File: src/rtl/meco_cmd_pkg.sv
// Mecobo command sequencer shared definitions.
// Instruction word layout, opcodes and one-hot FSM encoding.
package meco_cmd_pkg;

  localparam logic [2:0] OP_NOP  = 3'd0;
  localparam logic [2:0] OP_PROG = 3'd1;
  localparam logic [2:0] OP_READ = 3'd2;

  localparam int B_VALID = 15;
  localparam int B_OP_HI = 14;
  localparam int B_OP_LO = 12;
  localparam int B_ERR   = 11;
  localparam int B_CH_HI = 7;

  typedef struct packed {
    logic       valid;
    logic [2:0] op;
    logic       err;
    logic [2:0] rsvd;
    logic [7:0] chan;
  } instr_t;

  typedef enum logic [8:0] {
    S_IDLE     = 9'b000000001,
    S_FETCH    = 9'b000000010,
    S_DECODE   = 9'b000000100,
    S_LOAD     = 9'b000001000,
    S_SEND     = 9'b000010000,
    S_RD_REQ   = 9'b000100000,
    S_RD_WAIT  = 9'b001000000,
    S_RD_WRITE = 9'b010000000,
    S_ACK      = 9'b100000000
  } state_t;

  function automatic logic [15:0] ack_word(
    input logic [2:0] op,
    input logic       err,
    input logic [7:0] chan
  );
    instr_t w;
    w.valid = 1'b0;
    w.op    = op;
    w.err   = err;
    w.rsvd  = 3'b000;
    w.chan  = chan;
    return w;
  endfunction

endpackage

File: src/rtl/meco_cmd_timeout.sv
// Sample-wait watchdog for the command sequencer.
// Loads TIMEOUT-1 on clear, counts down while enabled, flags zero.
module meco_cmd_timeout #(
  parameter int TIMEOUT = 1024
) (
  input  logic clk,
  input  logic reset,
  input  logic clear,
  input  logic en,
  output logic expired
);

  localparam int W = (TIMEOUT > 1) ? $clog2(TIMEOUT) : 1;

  logic [W-1:0] cnt;

  always_ff @(posedge clk or negedge reset) begin
    if (!reset) begin
      cnt <= '0;
    end else if (clear) begin
      cnt <= W'(TIMEOUT - 1);
    end else if (en && cnt != '0) begin
      cnt <= cnt - 1'b1;
    end
  end

  assign expired = (cnt == '0);

endmodule

File: src/rtl/meco_command_seq.sv
// Mecobo command sequencer: polls the instruction word in shared RAM,
// streams pin configs or reads a sample back, then acknowledges.
module meco_command_seq
  import meco_cmd_pkg::*;
#(
  parameter int                    ADDR_WIDTH   = 21,
  parameter int                    DATA_WIDTH   = 16,
  parameter logic [ADDR_WIDTH-1:0] INSTR_ADDR   = 'h42,
  parameter int                    NUM_CHANNELS = 8,
  parameter int                    CFG_WORDS    = 4,
  parameter int                    TIMEOUT      = 1024
) (
  input  logic                  clk,
  input  logic                  reset,
  output logic [ADDR_WIDTH-1:0] ram_addr,
  input  logic [DATA_WIDTH-1:0] ram_data_in,
  output logic [DATA_WIDTH-1:0] ram_data_out,
  output logic                  ram_wr,
  output logic                  ram_en,
  output logic                  cfg_valid,
  input  logic                  cfg_ready,
  output logic [7:0]            cfg_chan,
  output logic [DATA_WIDTH-1:0] cfg_data,
  output logic                  cfg_last,
  output logic                  smp_req,
  output logic [7:0]            smp_chan,
  input  logic                  smp_valid,
  input  logic [DATA_WIDTH-1:0] smp_data,
  output logic                  busy,
  output logic                  error,
  output logic [15:0]           instr_count
);

  state_t                state;
  state_t                nxt;
  instr_t                word;
  logic [2:0]            op_q;
  logic [7:0]            chan_q;
  logic                  err_q;
  logic                  error_q;
  logic [3:0]            k;
  logic [DATA_WIDTH-1:0] cfg_q;
  logic [DATA_WIDTH-1:0] smp_q;
  logic                  fresh_q;
  logic [15:0]           cnt_q;
  logic                  tmr_clr;
  logic                  tmr_en;
  logic                  tmr_exp;
  logic                  chan_ok;
  logic                  is_nop;
  logic                  prog_ok;
  logic                  read_ok;
  logic                  bad_op;
  logic                  last_k;
  logic [ADDR_WIDTH-1:0] pay_addr;
  logic [ADDR_WIDTH-1:0] res_addr;
  logic                  unused_word;

  assign word        = instr_t'(ram_data_in[15:0]);
  assign unused_word = ^{word.err, word.rsvd};

  assign chan_ok  = {1'b0, chan_q} < 9'(NUM_CHANNELS);
  assign is_nop   = (op_q == OP_NOP);
  assign prog_ok  = (op_q == OP_PROG) && chan_ok;
  assign read_ok  = (op_q == OP_READ) && chan_ok;
  assign bad_op   = !(is_nop || prog_ok || read_ok);
  assign last_k   = (k == 4'(CFG_WORDS - 1));
  assign res_addr = INSTR_ADDR + ADDR_WIDTH'(1);
  assign pay_addr = res_addr + ADDR_WIDTH'(k);

  meco_cmd_timeout #(
    .TIMEOUT (TIMEOUT)
  ) u_timeout (
    .clk     (clk),
    .reset   (reset),
    .clear   (tmr_clr),
    .en      (tmr_en),
    .expired (tmr_exp)
  );

  always_ff @(posedge clk or negedge reset) begin
    if (!reset) begin
      state   <= S_IDLE;
      op_q    <= '0;
      chan_q  <= '0;
      err_q   <= 1'b0;
      error_q <= 1'b0;
      k       <= '0;
      cfg_q   <= '0;
      smp_q   <= '0;
      fresh_q <= 1'b0;
      cnt_q   <= '0;
    end else begin
      state   <= nxt;
      fresh_q <= (state == S_LOAD);
      if (state == S_FETCH) begin
        op_q   <= word.op;
        chan_q <= word.chan;
        err_q  <= 1'b0;
      end
      if (state == S_DECODE) begin
        k <= '0;
        if (bad_op) begin
          err_q   <= 1'b1;
          error_q <= 1'b1;
        end
      end
      if (fresh_q) cfg_q <= ram_data_in;
      if (state == S_SEND && cfg_ready) k <= k + 1'b1;
      if (state == S_RD_WAIT) begin
        if (smp_valid) begin
          smp_q <= smp_data;
        end else if (tmr_exp) begin
          err_q   <= 1'b1;
          error_q <= 1'b1;
        end
      end
      if (state == S_ACK) cnt_q <= cnt_q + 1'b1;
    end
  end

  always_comb begin
    nxt          = state;
    ram_addr     = INSTR_ADDR;
    ram_en       = 1'b0;
    ram_wr       = 1'b0;
    ram_data_out = '0;
    cfg_valid    = 1'b0;
    cfg_last     = 1'b0;
    smp_req      = 1'b0;
    tmr_clr      = 1'b0;
    tmr_en       = 1'b0;
    unique case (state)
      S_IDLE: begin
        // keep the port quiet while held in reset
        ram_en = reset;
        nxt    = S_FETCH;
      end
      S_FETCH: begin
        nxt = word.valid ? S_DECODE : S_IDLE;
      end
      S_DECODE: begin
        unique case (1'b1)
          is_nop:  nxt = S_ACK;
          prog_ok: nxt = S_LOAD;
          read_ok: nxt = S_RD_REQ;
          bad_op:  nxt = S_ACK;
        endcase
      end
      S_LOAD: begin
        ram_en   = 1'b1;
        ram_addr = pay_addr;
        nxt      = S_SEND;
      end
      S_SEND: begin
        cfg_valid = 1'b1;
        cfg_last  = last_k;
        if (cfg_ready) nxt = last_k ? S_ACK : S_LOAD;
      end
      S_RD_REQ: begin
        smp_req = 1'b1;
        tmr_clr = 1'b1;
        nxt     = S_RD_WAIT;
      end
      S_RD_WAIT: begin
        tmr_en = 1'b1;
        if (smp_valid) nxt = S_RD_WRITE;
        else if (tmr_exp) nxt = S_ACK;
      end
      S_RD_WRITE: begin
        ram_en       = 1'b1;
        ram_wr       = 1'b1;
        ram_addr     = res_addr;
        ram_data_out = smp_q;
        nxt          = S_ACK;
      end
      S_ACK: begin
        ram_en       = 1'b1;
        ram_wr       = 1'b1;
        ram_data_out = DATA_WIDTH'(ack_word(op_q, err_q, chan_q));
        nxt          = S_IDLE;
      end
      default: nxt = S_IDLE;
    endcase
  end

  // first SEND cycle forwards the RAM output, later cycles the held copy
  assign cfg_data    = (state != S_SEND) ? '0 :
                       fresh_q ? ram_data_in : cfg_q;
  assign cfg_chan    = (state == S_SEND) ? chan_q : '0;
  assign smp_chan    = (state == S_RD_REQ) ? chan_q : '0;
  assign busy        = !(state == S_IDLE || state == S_FETCH);
  assign error       = error_q;
  assign instr_count = cnt_q;

endmodule

File: config.mk
export PLATFORM = sky130hd
export DESIGN_NAME = meco_command_seq
export DESIGN_NICKNAME = d
export VERILOG_FILES = /design/src/rtl/meco_cmd_pkg.sv /design/src/rtl/meco_cmd_timeout.sv /design/src/rtl/meco_command_seq.sv
export SDC_FILE = /design/constraint.sdc
export NUM_CORES = 1
export LEC_CHECK = 0
export BUFFER_PORTS_ARGS = -buffer_cell sky130_fd_sc_hd__buf_2
export CAP_MARGIN = 20
export CORE_UTILIZATION = 50
export DETAILED_ROUTE_END_ITERATION = 6
export PLACE_DENSITY = 0.82
export SLEW_MARGIN = 30
export SYNTH_ARGS = -nofsm -noshare
export SYNTH_HDL_FRONTEND = slang
export SYNTH_SLANG_ARGS = --single-unit
File: constraint.sdc
create_clock -name clk -period 2.6 [get_ports clk]
set_input_delay 0.13 -clock clk [delete_from_list [all_inputs] [get_ports clk]]
set_output_delay 0.13 -clock clk [all_outputs]
set_load 0.01 [all_outputs]
# Word level (Yosys, flattened, before mapping)
# Cells that the tools add are included.
# word_totals
out_inout_bits	92
reg_bits	85
input_bits	36
# op_classes
n_addsub	4
muxes	34
n_reduce_logical	19
eq_ne	15
magnitude_cmp	1
# ops
op	count
case mux 9 bit (8 select lines)	1
two-way mux 9 bit	4
two-way mux 16 bit	2
case mux 16 bit (2 select lines)	1
case mux 9 bit (3 select lines)	1
two-way mux 10 bit	2
adder 16 x 1 -> 16 bit, second input constant	1
two-way mux 1 bit	16
two-way mux 8 bit	2
case mux 8 bit (2 select lines)	1
logical NOT 10 bit	1
nonzero test 10 bit	1
subtractor 10 x 1 -> 10 bit, second input constant	1
equality test 9 x 1 -> 1 bit, second input constant	1
equality test 9 x 2 -> 1 bit, second input constant	1
equality test 9 x 3 -> 1 bit, second input constant	1
equality test 9 x 4 -> 1 bit, second input constant	1
equality test 9 x 5 -> 1 bit, second input constant	1
equality test 9 x 6 -> 1 bit, second input constant	1
equality test 9 x 7 -> 1 bit, second input constant	1
equality test 9 x 8 -> 1 bit, second input constant	1
equality test 9 bit, second input constant	1
inequality test 9 x 5 -> 1 bit, second input constant	1
adder 7 x 4 -> 8 bit, first input constant	1
other kinds (18)	28

# Logic depth before layout (Yosys ltp)
# logic_depth
word_depth	9
depth_mapped	7
depth_no_buf	6

# Hierarchy
# From an unflattened synthesis, not the netlist that was laid out.
# hier_totals
cells_unflattened	410
area_unflattened_um2	4508.1
# by_module_without_submodules
module	area_each_um2	cells_each	seq_area_each_um2	instances
meco_command_seq	3906.2	348	1878.1	1
meco_cmd_timeout	601.8	62	250.2	1

# Least setup slack after synthesis
# No wires, ideal clock.
# synth_timing
kind	register to register
start	register state[8]
end	register chan_q[2]
arrival_ns	2.139
synth_period_minus_slack_ns	2.264
setup_ns	0.125
required_ns	2.475
path_stages_with_launch	6
path_slack_ns	0.336
path_cell_list	dfrtp_1 > buf_2 > or4_1 > nor4_2 > buf_2 > mux2_2
# synth_via
elab_chain_cells	1
# synth_rtl
item	line	rtl
from (decl)	meco_command_seq.sv:34	state_t state;
from (signal assigned)	meco_command_seq.sv:94	state <= nxt;
equality test 9 x 2 -> 1 bit	meco_command_seq.sv:96	if (state == S_FETCH) begin
to (signal assigned)	meco_command_seq.sv:98	chan_q <= word.chan;
to (decl)	meco_command_seq.sv:38	logic [7:0] chan_q;
# No other way between the ends.
# A chain may end at the register's enable or synchronous reset.

# Worst setup path after layout
# layout_timing
start	register state[8]
end	output ram_data_out[4]
# layout_via
elab_chain_cells	2
elab_cells_between_ends	3
# layout_rtl
item	line	rtl
equality test 9 bit / equality test 9 x 8 -> 1 bit (equally long branches)	meco_command_seq.sv:133	unique case (state)
case mux 16 bit (2 select lines) *	meco_command_seq.sv:133	
to (decl)	meco_command_seq.sv:17	output logic [DATA_WIDTH-1:0] ram_data_out,
# Mark *: on every way between the ends. The rest lies on a longest branch, timed or not.

==> impl_metrics.ini <==
[timing]
finalSetupViolCount = 0
min_period_ns = 2.48
fmax_mhz = 403
fin_crit_sh = 0.955
hold_viol = 0
finClkSkew_ns = 0.0105
max_slew_margin = 0.488
drv_slew = 0
fin_setup_tns_ns = 0
rsz0062_at_grt = false
worstMarginPinSlew_ns = 0.769

[critical_path]
critPathRequiredTime_ns = 2.47
critPathKind = reg -> out
endpoint = ram_data_out[4]
worst_setup_path_start_kind = flop
path_max_fanout = 15
r2r_setup_slack_ns = 0.22
crit_arrival_ns = 2.35
critPathLaunch = state[8]
end_kind = output pin
r2r-start = u_timeout.cnt[6]
reg2reg_to = error
r2r_cells = 4

[yosys]
synth_compound_area_frac = 0.0810
avgSynthCellArea_um2 = 10.7
synth_simple_gate_area_frac = 0.206
synth-xor-area-share = 0.0404
synth-seq-cells = 85
syn_area_um2 = 4340
synth_top_family_by_area = simple AND/OR/NAND/NOR gates
seq_area_frac_synth = 0.490
ys_warn_count = 0
synthMuxAreaShare = 0.114
synth_top_area_share = 0.484
yosys-top-cells-area = dfrtp_1 (48%), mux2_2 (11%), and2_1 (5.5%)
synthArstFlopShare = 1.00
syn_inst = 406
ys.flop_type = dfrtp_1
synth-adder-area-share = 0.0115
yosysTopAreaCell = dfrtp_1
ys_types = 49
synth_edf_count = 0

[cells_and_area]
mostFrequentLayoutCells = buf_2 (110), dfrtp_1 (84), mux2_2 (43), and2_1 (38)
fill_cells = 673
drive_gt1_frac = 0.361
stdcell_count = 645
layout_commonest_cell = buf_2
diodes = 0
synthToLayoutAreaGrowth_pct = 23.0
num-nets-final = 575

[detailed_routing]
drt_iter0_drc = 184
route.detailed.drc = 0
drt-total-wl_um = 10300
via_count = 3577
route.antenna.remaining_nets = 0
firstDrtPassIters = 4
wl_per_cell_um = 16.0
routed_via_density = 5.55

[place]
gp_congestion = 0.856
dpl.hpwl_um = 7260
place_inst = 616
port_buffers = 111

[cts]
cts_made_buffers = 9
clock_latency_ns = 0.36
postCtsSetupRepairBufs = 0
cts_tree = built
cts.sinks = 85
htree_levels = 3
cts_root_buffer = clkbuf_8
cts_max_path_buffers = 2
clk_pin_slew_ns = 0.09

[worst_hold_path]
worst_hold_path_type = in -> reg
min_delay_path_depth = 2

[floorplan]
initial_core_util = 0.523
die_h_um = 95.2
fp-row-count = 33
core_um2 = 8300
io_pins = 128
fp.dieW_um = 95.2
dieArea_um2 = 9060

[global_routing]
track_usage = 0.240
grt_max_degree = 35
grt_pass1_vias = 3444
overflow = 0
grt_antenna_before_repair = 0
grt_pass1_wl_um = 16500

[pwr]
p_leak_nw = 2.82
power_density_nw_per_um2 = 588
ir_worst_vdd_mv = 0.349

[run_status]
status = completed

[flow_run]
maxCapViolations = 0
## critical path: stages (launching register included)
cell and delay [ns]:
dfrtp_1 0.48, nor4_1 0.56, and4b_1 0.48, buf_12 0.19, a22o_1 0.14, buf_2 0.14
## area by class of cell
cell class                 instances  area [µm²]  area share
clock buffer                      11         131      0.0246
timing repair buffer             137         811       0.152
inverter                          13        48.8     0.00914
sequential                        85        2130       0.399
multi-input combinational        289        2050       0.384
tap                              105         131      0.0246
clock inverter                     5        37.5     0.00703
## synthesized netlist by cell type, types with 6 or more instances
cell	number
xnor2_1	15
inv_1	13
a21oi_1	6
clkbuf_1	11
nand2_1	18
nor2_1	12
nor4_1	6
and2_1	38
dfrtp_1	84
mux2_2	43
buf_4	16
o21ai_0	18
nand2b_1	6
a22o_1	12
nand3_1	17
nor3_1	11
and3_1	7
nand4_1	6
a31oi_1	7
## power breakdown
| group | internal [mW] | switching (mW) |
|---|---|---|
| Clock | 0.350 | 0.484 |
| Combinational | 0.318 | 0.336 |
| Sequential | 1.46 | 0.190 |
## what timing repair did
| item | 4_1_cts | 5_1_grt |
|---|---|---|
| endpoints found under the setup margin | 9 | 11 |
| hold buffers | 13 | 0 |
| gates resized for setup | 2 | 2 |
| endpoints found under the hold margin | 29 | 0 |
## metal layers
layer	up-vias	wire (µm)	GRT usage
met1	1750	4370	0.291
met4	0	297	0.129
li1	1660	-	-
met3	27	617	0.0526
met5	-	0	0
met2	140	5030	0.396
## state kept, by name, summed over array words and instances, names as in the netlist
signal,cells
instr_count,16
fresh_q,1
smp_q,16
chan_q,8
u_timeout.cnt,10
state,9
k,4
cfg_q,16
err_q,1
error,1
op_q,3
## cell families (layout without fill, tap and decap cells)
logic type | after synthesis | in the layout
and+or+nand+nor | 152 | 152
AOI/OAI and AO/OA | 53 | 53
muxes | 44 | 44
adders and majority gates | 4 | 4
buffers and inverters | 46 | 166
xor gates and xnor gates | 20 | 20
other | 2 | 16
DFF | 85 | 85
## stage by stage
stage | utilization | setup slack [ns] | hold slack, ns | power [mW] | instance area (µm²)
final | 0.643 | 0.118 | 0.0134 | 3.14 | 5340
after global routing | 0.643 | 0.0196 | 0.00677 | 3.30 | 5340
after CTS | 0.643 | 0.00190 | 0.000815 | 3.14 | 5330
after detailed placement | 0.606 | 0.202 | 0.0222 | 2.30 | 5030
after global placement | 0.606 | 0.276 | 0.0209 | 2.27 | 5030
after floorplan | - | 0.336 | -0.166 | 2.04 | 4390
## worst min path at each step
stage / end / from
global route: cfg_q[10] / ram_data_in[10]
global placement: smp_q[9] / reset
detailed placement: smp_q[14] / reset
CTS: cfg_q[10] / ram_data_in[10]
floorplan: cfg_q[0] / reset
finish: chan_q[5] / ram_data_in[5]
Power figures use the tool's default switching activity.
